[config.mk]
export PLATFORM = sky130hd
export DESIGN_NAME = seq_restoring_divider
export DESIGN_NICKNAME = d
export VERILOG_FILES = /design/src/rtl/seq_restoring_divider.sv
export SDC_FILE = /design/constraint.sdc
export NUM_CORES = 1
export LEC_CHECK = 0
export CAP_MARGIN = 10
export CORE_MARGIN = 4
export CORE_UTILIZATION = 57
export DETAILED_ROUTE_END_ITERATION = 10
export DONT_BUFFER_PORTS = 1
export PLACE_DENSITY = 0.75
export SLEW_MARGIN = 20
export SYNTH_ARGS = -nofsm -noshare
export SYNTH_HDL_FRONTEND = slang
export SYNTH_SLANG_ARGS = --single-unit
[constraint.sdc]
create_clock -name CLK -period 2.28 [get_ports CLK]
set_input_delay 0.57 -clock CLK [delete_from_list [all_inputs] [get_ports CLK]]
set_output_delay 0.57 -clock CLK [all_outputs]
set_load 0.03 [all_outputs]
[src/rtl/seq_restoring_divider.sv]
// seq_restoring_divider: multi-cycle unsigned restoring divider, one quotient bit per clock, MSB first.
module seq_restoring_divider #(parameter int BW = 8) (
  input  logic          CLK,
  input  logic          RESET,
  input  logic          i_start,
  input  logic [BW-1:0] i_dividend,
  input  logic [BW-1:0] i_divisor,
  output logic          o_busy,
  output logic          o_valid,
  output logic [BW-1:0] o_quotient,
  output logic [BW-1:0] o_remainder,
  output logic          o_div_by_zero,
  output logic [50:0]   number
);
  localparam int CW = $clog2(BW);
  localparam logic [CW-1:0] LAST = CW'(BW - 1);
  localparam int CELLS = 2 * (BW + 1) + (5 * BW + CW + 4) + 6;
  typedef enum logic [1:0] {IDLE, RUN, DONE} state_t;
  state_t r_state, w_next;
  logic [CW-1:0] r_cnt;
  logic [BW-1:0] r_p, r_dvd, r_dvs;
  logic [BW:0] w_p, w_t;
  logic w_accept, w_ge, w_last;
  assign w_accept = i_start && r_state != RUN;
  assign w_last = r_cnt == LAST;
  assign w_p = {r_p, r_dvd[BW-1]};
  assign w_t = w_p - {1'b0, r_dvs};
  // P < 2*divisor, so the (BW+1)-bit difference's sign bit is exactly the borrow
  assign w_ge = !w_t[BW];
  assign o_busy = r_state == RUN;
  assign number = 51'(CELLS);
  always_comb begin
    w_next = r_state;
    if (w_accept) w_next = i_divisor != '0 ? RUN : DONE;
    else if (r_state == RUN) w_next = w_last ? DONE : RUN;
    else if (r_state == DONE) w_next = IDLE;
  end
  always_ff @(posedge CLK or negedge RESET)
    if (!RESET) r_state <= IDLE;
    else r_state <= w_next;
  // quotient bits shift into the low end of the dividend register as its bits are consumed
  always_ff @(posedge CLK or negedge RESET)
    if (!RESET) begin
      r_cnt <= '0;
      r_p <= '0;
      r_dvd <= '0;
      r_dvs <= '0;
      o_valid <= 1'b0;
      o_quotient <= '0;
      o_remainder <= '0;
      o_div_by_zero <= 1'b0;
    end else begin
      o_valid <= 1'b0;
      if (w_accept) begin
        r_dvd <= i_dividend;
        r_dvs <= i_divisor;
        r_p <= '0;
        r_cnt <= '0;
        if (i_divisor == '0) begin
          o_quotient <= '1;
          o_remainder <= i_dividend;
          o_div_by_zero <= 1'b1;
          o_valid <= 1'b1;
        end
      end else if (r_state == RUN) begin
        r_p <= w_ge ? w_t[BW-1:0] : w_p[BW-1:0];
        r_dvd <= {r_dvd[BW-2:0], w_ge};
        r_cnt <= w_last ? r_cnt : r_cnt + CW'(1);
        if (w_last) begin
          o_quotient <= {r_dvd[BW-2:0], w_ge};
          o_remainder <= w_ge ? w_t[BW-1:0] : w_p[BW-1:0];
          o_div_by_zero <= 1'b0;
          o_valid <= 1'b1;
        end
      end
    end
endmodule

## Word level (Yosys, flattened, before mapping)

Index checks and enable logic that the tools add are counted.

| storage, ports and cells | value |
|---|---|
| bits in writable memories | 0 |
| bits in latches | 0 |
| memories | 0 |
| flip-flop bits (word level) | 47 |
| memory bits (read-only) | 0 |

| cells by class | value |
|---|---|
| reduce and logical (&&, ||, !) cells | 9 |
| $add $sub $neg | 2 |
| multipliers | 0 |
| mux-type cells | 29 |
| bitwise logic cells | 0 |
| shifts and indexed selects | 0 |
| divide/modulo/power cells | 0 |
| magnitude comparators | 0 |
| equality and inequality tests | 6 |

Operator list:

| cell | count |
|---|---|
| 8-bit 2-to-1 mux | 13 |
| 2-bit 2-to-1 mux | 5 |
| 3-bit 2-to-1 mux | 3 |
| 9-bit by 8-bit subtractor with 9-bit output | 1 |
| 8-bit logical NOT | 1 |
| 1-bit 2-to-1 mux | 8 |
| 8-bit nonzero test | 1 |
| 2-bit by 1-bit inequality test with 1-bit output (second input constant) | 2 |
| 2-bit nonzero test | 2 |
| 3-bit by 1-bit adder with 3-bit output (second input constant) | 1 |
| 3-bit == test (second input constant) | 1 |
| 3-bit AND reduction | 1 |
| 3-bit nonzero test | 1 |
| 2-bit by 1-bit == test with 1-bit output (second input constant) | 1 |
| 2-bit == test (second input constant) | 1 |
| 2-bit inequality test (second input constant) | 1 |
| 2-bit AND reduction | 1 |
| 1-bit logical AND | 1 |
| 1-bit logical NOT | 1 |

## Logic depth before layout (Yosys ltp)

| logic depth | value |
|---|---|
| depth after elaboration | 5 |
| depth in mapped cells | 10 |

## Least setup slack after synthesis

OpenSTA, ideal clock, no wires.

| path | value |
|---|---|
| kind | reg-to-reg |
| start | reg r_dvd[7] |
| end | reg o_remainder[7] |
| buffers on the path | 1 |
| data arrival time | 2.290 ns |
| setup slack | -0.145 ns |
| required time | 2.145 ns |
| cell stages (with the launch flop) | 11 |
| path through | dfrtp_1 > inv_1 > ha_1 > inv_1 > fa_1 > a211oi_2 > o211ai_1 > a221o_1 > buf_4 > a221oi_1 > o31ai_1 |

| on the way | value |
|---|---|
| word-level cells in the longest chain between the ends | 5 |

RTL lines:

| element | line | RTL |
|---|---|---|
| start: declaration | 21 | `logic [BW-1:0] r_p, r_dvd, r_dvs;` |
| start signal: assignment | 55 | `r_dvd <= i_dividend;` |
| start signal: assignment | 67 | `r_dvd <= {r_dvd[BW-2:0], w_ge};` |
| 9-bit by 8-bit subtractor with 9-bit output | 27 | `assign w_t = w_p - {1'b0, r_dvs};` |
| 8-bit 2-to-1 mux | 71 | `o_remainder <= w_ge ? w_t[BW-1:0] : w_p[BW-1:0];` |
| 8-bit 2-to-1 mux | 69 | `if (w_last) begin` |
| 8-bit 2-to-1 mux | 65 | `end else if (r_state == RUN) begin` |
| 8-bit 2-to-1 mux | 54 | `if (w_accept) begin` |
| end signal: assignment | 61 | `o_remainder <= i_dividend;` |
| end signal: assignment | 71 |  |
| end: declaration | 11 | `output logic [BW-1:0] o_remainder,` |

No other way between the ends. The select of a mux whose other input is x is not followed.
A chain may end at the register's enable or synchronous reset.

## Worst setup path in the final report

| path | value |
|---|---|
| start | reg r_dvd[7] |
| end | reg o_remainder[6] |

Same word-level chain as after synthesis.

==> reports/summary.log <==
INFO  layout         antennaDiodeCount=0
INFO  synth          area_share_of_xor_xnor_cells_in_the_synthesized_design=0.0152
INFO  flow_run       max_cap_viol_count=0
INFO  floorplanning  start_util=0.598
INFO  synth          synth_top_cell_by_area=sky130_fd_sc_hd__dfrtp_1
INFO  placement      gp_routability_congestion=0.890
INFO  timing         maxSlewHeadroom=0.550
INFO  drt            detail-route-antenna-nets=0
INFO  timing         setup_viol_count_final=16
INFO  layout         finish.utilization=0.658
INFO  global_routing grt_first_pass_wirelength=10.6mm
INFO  synth          synth-seq-area-share=0.408
INFO  synth          synth_top_family_by_area=compound AO/OA/AOI/OAI gates
INFO  synth          synthCells=315
INFO  synth          per_instance_average_area_after_synthesis=9.15squm
INFO  worst_setup_path timing.reg2reg.setup_slack=-0.24ns
INFO  timing         clock.fmax=396MHz
INFO  worst_setup_path worst_setup_path_startpoint=r_dvd[7]
INFO  synth          postSynthRegisterBits=47
INFO  timing         finalCritPeriodShare=1.11
INFO  clock_tree     clockBufferDepth=2
INFO  floorplanning  pin_count=89
INFO  synth          synthArstFlopShare=1.00
INFO  synth          yosysWarningCount=0
INFO  drt            route.vias.total=2,206
INFO  outcome        outcome=complete, but fails checks
INFO  synth          complex_gate_fraction_of_the_synthesized_area=0.175
INFO  timing         hold_violations=0
INFO  drt            wirelength_routed=6.64mm
INFO  drt            routed_wire_length_per_instance=16.6um
INFO  timing         report.final.slew_viol_count=0
INFO  clock_tree     clkLatencyLatePin=0.32ns
INFO  placement      port_buffers=0
INFO  synth          synth_top_flop_cell=sky130_fd_sc_hd__dfrtp_1
INFO  synth          yosysMostFrequentCell=sky130_fd_sc_hd__buf_4
INFO  timing         layout_setup_ws=-0.243ns
INFO  worst_setup_path critical_path.reg2reg.endpoint=o_remainder[6]
INFO  worst_setup_path worst_setup_path_type=flip-flop to flip-flop
INFO  timing         grt_setup_unrepaired=yes
INFO  timing         worst_clock_skew=0.0193ns
INFO  layout         ratio_of_cells_with_drive_above_1_in_the_final_layout=0.177
INFO  clock_tree     clock_tree_from_tritoncts=built
INFO  clock_tree     clkTransAtPathRegs=0.11ns
INFO  drt            drt_first_iter_violations=147
INFO  synth          synthTopCellsByArea=sky130_fd_sc_hd__dfrtp_1 41%, sky130_fd_sc_hd__buf_4 14%, sky130_fd_sc_hd__o21ai_0 6.8%
INFO  worst_setup_path timing.critical_path.required=2.47ns
INFO  worst_setup_path r2r_start=r_dvd[7]
INFO  synth          synthDominantCellAreaShare=0.408
INFO  worst_setup_path timing.critical_path.fanout_max=5
INFO  worst_setup_path worst_r2r_path_depth=10
INFO  global_routing via_count_of_the_first_global_routing_pass=2,208
INFO  placement      dp_hpwl=4.69mm
INFO  synth          synth_enable_flop_cells=0
INFO  synth          netlist_top_cells_count=52 x sky130_fd_sc_hd__buf_4, 47 x sky130_fd_sc_hd__dfrtp_1, 42 x sky130_fd_sc_hd__nand2_1, 39 x sky130_fd_sc_hd__o21ai_0
INFO  synth          simple_gate_area_share_of_the_yosys_netlist=0.124
INFO  worst_setup_path cp-start-kind=flip-flop
INFO  synth          yosys-mux-area-fraction=0.0530
INFO  global_routing antenna_violations_before_repair=0
INFO  drt            number_of_drc_violations_after_detailed_routing=0
INFO  worst_setup_path endpoint_kind=flip-flop
INFO  floorplanning  placementRows=25
INFO  floorplanning  die_h=79.1um
INFO  synth          synth.lib_cells_used.distinct=46
INFO  hold_path      hold_class=input pin to async pin
INFO  floorplanning  fp.dieW=79.1um
INFO  timing         period_minus_slack=2.52ns
INFO  global_routing grt.total_usage=0.217
INFO  worst_setup_path crit_arrival=2.72ns
INFO  global_routing grt_max_degree=48
INFO  drt            detailedRoute.firstPassIterationCount=4
INFO  synth          syn_area=2880squm
INFO  timing         worst_slew_pin_slew=0.666ns
INFO  clock_tree     clock_sink_count=47
INFO  synth          synthAdderAreaFrac=0.0504
INFO  floorplanning  core_area=4820squm
INFO  layout         finalNonFillerCells=400
INFO  floorplanning  die-area=6260squm
INFO  timing         fin_hold_ws=0.0710ns
INFO  clock_tree     tritoncts.num_buffers=5
INFO  drt            viasPerCell=5.52
INFO  clock_tree     clock_tree.htree_level_count=2
INFO  global_routing globalRoute.totalOverflow=0
INFO  placement      place.detailed.instances=386
INFO  clock_tree     cts_root_buf=sky130_fd_sc_hd__clkbuf_8
INFO  layout         final_nets=362
INFO  layout         syn2layout_area_growth=9.94%
INFO  outcome        violated_checks=negative setup slack
==> cells by family after synthesis <==
family,count (synthesis)
flops,47
simple gates,77
fa+ha+maj,11
compound gates,80
mux,15
other cells,2
xor+xnor,5
buf+inv,78
==> repair_timing <==
| item | 4_1_cts | 5_1_grt |
|---|---|---|
| hold buffers | 1 | 0 |
| buffers inserted | 2 | 3 |
| setup endpoints to repair | 17 | 18 |
| pin swaps | 6 | 5 |
| gates resized for setup | 18 | 15 |
| endpoints found under the hold margin | 47 | 0 |
==> per-layer routing <==
| layer | vias to the layer above | GRT usage | share of wire |
|---|---|---|---|
| met5 | - | 0 | 0 |
| met4 | 0 | 0.0739 | 0.018 |
| met3 | 12 | 0.0646 | 0.081 |
| met2 | 95 | 0.354 | 0.50 |
| met1 | 1077 | 0.277 | 0.40 |
| li1 | 1022 | - | - |
==> stage by stage <==
| step | setup WS (ns) | TNS [ns] | area, sq um |
|---|---|---|---|
| 5_1_grt | -0.340 | -4.78 | 3170 |
| 2_1_floorplan | -0.0724 | -0.493 | 3080 |
| 3_3_place_gp | -0.113 | -1.14 | 2860 |
| 6_report | -0.243 | -3.02 | 3170 |
| 4_1_cts | -0.143 | -1.51 | 3060 |
| 3_5_place_dp | -0.238 | -2.45 | 2860 |
==> layout make-up <==
| type | count | area (sq um) |
|---|---|---|
| fillers | 397 | 1650 |
| multi-input cells | 239 | 1550 |
| flip-flops and latches | 47 | 1180 |
| repair buffers | 24 | 211 |
| well taps | 67 | 83.8 |
| clock buffers | 5 | 68.8 |
| inverters | 15 | 56.3 |
| clock inverters | 3 | 22.5 |
==> state kept, by name, indices dropped and copies added, names as in the netlist <==
register / flops
r_dvd: 8
r_cnt: 3
o_valid: 1
r_dvs: 8
r_p: 8
o_quotient: 8
o_remainder: 8
r_state: 2
o_div_by_zero: 1
==> worst max path at each step <==
stage,slack [ns],to
2_1_floorplan,-0.07,o_remainder[7]
3_3_place_gp,-0.11,o_remainder[4]
3_5_place_dp,-0.24,o_remainder[1]
4_1_cts,-0.14,o_remainder[3]
5_1_grt,-0.34,r_p[3]
6_report,-0.24,o_remainder[6]
==> cells in the final DEF, fill, tap and decap left out, types with 2 or more instances in the layout <==
| master | netlist | final |
|---|---|---|
| sky130_fd_sc_hd__a2111o_1 | 2 | 2 |
| sky130_fd_sc_hd__a211oi_1 | 2 | 2 |
| sky130_fd_sc_hd__a21oi_1 | 10 | 9 |
| sky130_fd_sc_hd__a22o_1 | 2 | 2 |
| sky130_fd_sc_hd__buf_4 | 52 | 21 |
| sky130_fd_sc_hd__clkbuf_8 | 0 | 5 |
| sky130_fd_sc_hd__conb_1 | 2 | 51 |
| sky130_fd_sc_hd__dfrtp_1 | 47 | 47 |
| sky130_fd_sc_hd__ha_1 | 10 | 9 |
| sky130_fd_sc_hd__inv_1 | 14 | 12 |
| sky130_fd_sc_hd__inv_2 | 0 | 2 |
| sky130_fd_sc_hd__mux2i_1 | 13 | 7 |
| sky130_fd_sc_hd__mux2i_2 | 0 | 2 |
| sky130_fd_sc_hd__mux2i_4 | 0 | 4 |
| sky130_fd_sc_hd__nand2_1 | 42 | 42 |
| sky130_fd_sc_hd__nand2b_1 | 3 | 3 |
| sky130_fd_sc_hd__nand3_1 | 7 | 7 |
| sky130_fd_sc_hd__nor2_1 | 14 | 14 |
| sky130_fd_sc_hd__nor2b_1 | 2 | 2 |
| sky130_fd_sc_hd__nor3b_1 | 3 | 3 |
| sky130_fd_sc_hd__o211a_1 | 2 | 2 |
| sky130_fd_sc_hd__o211ai_1 | 2 | 2 |
| sky130_fd_sc_hd__o21ai_0 | 39 | 33 |
| sky130_fd_sc_hd__o21ai_1 | 3 | 9 |
| sky130_fd_sc_hd__o221ai_2 | 0 | 5 |
| sky130_fd_sc_hd__xor2_1 | 4 | 4 |
==> worst max-delay path: stages, from the launching register on <==
cell                       delay [ns]
sky130_fd_sc_hd__dfrtp_1         0.41
sky130_fd_sc_hd__inv_2           0.08
sky130_fd_sc_hd__ha_4            0.14
sky130_fd_sc_hd__inv_2           0.03
sky130_fd_sc_hd__fa_2            0.34
sky130_fd_sc_hd__a211oi_2        0.26
sky130_fd_sc_hd__o211ai_1        0.12
sky130_fd_sc_hd__a221o_2         0.49
sky130_fd_sc_hd__buf_6           0.16
sky130_fd_sc_hd__mux2i_2         0.23
sky130_fd_sc_hd__o221ai_1        0.13
Power is left out: the tool's default activity adds up to more than one toggle a clock period on the data nets, which glitch-free logic cannot reach.
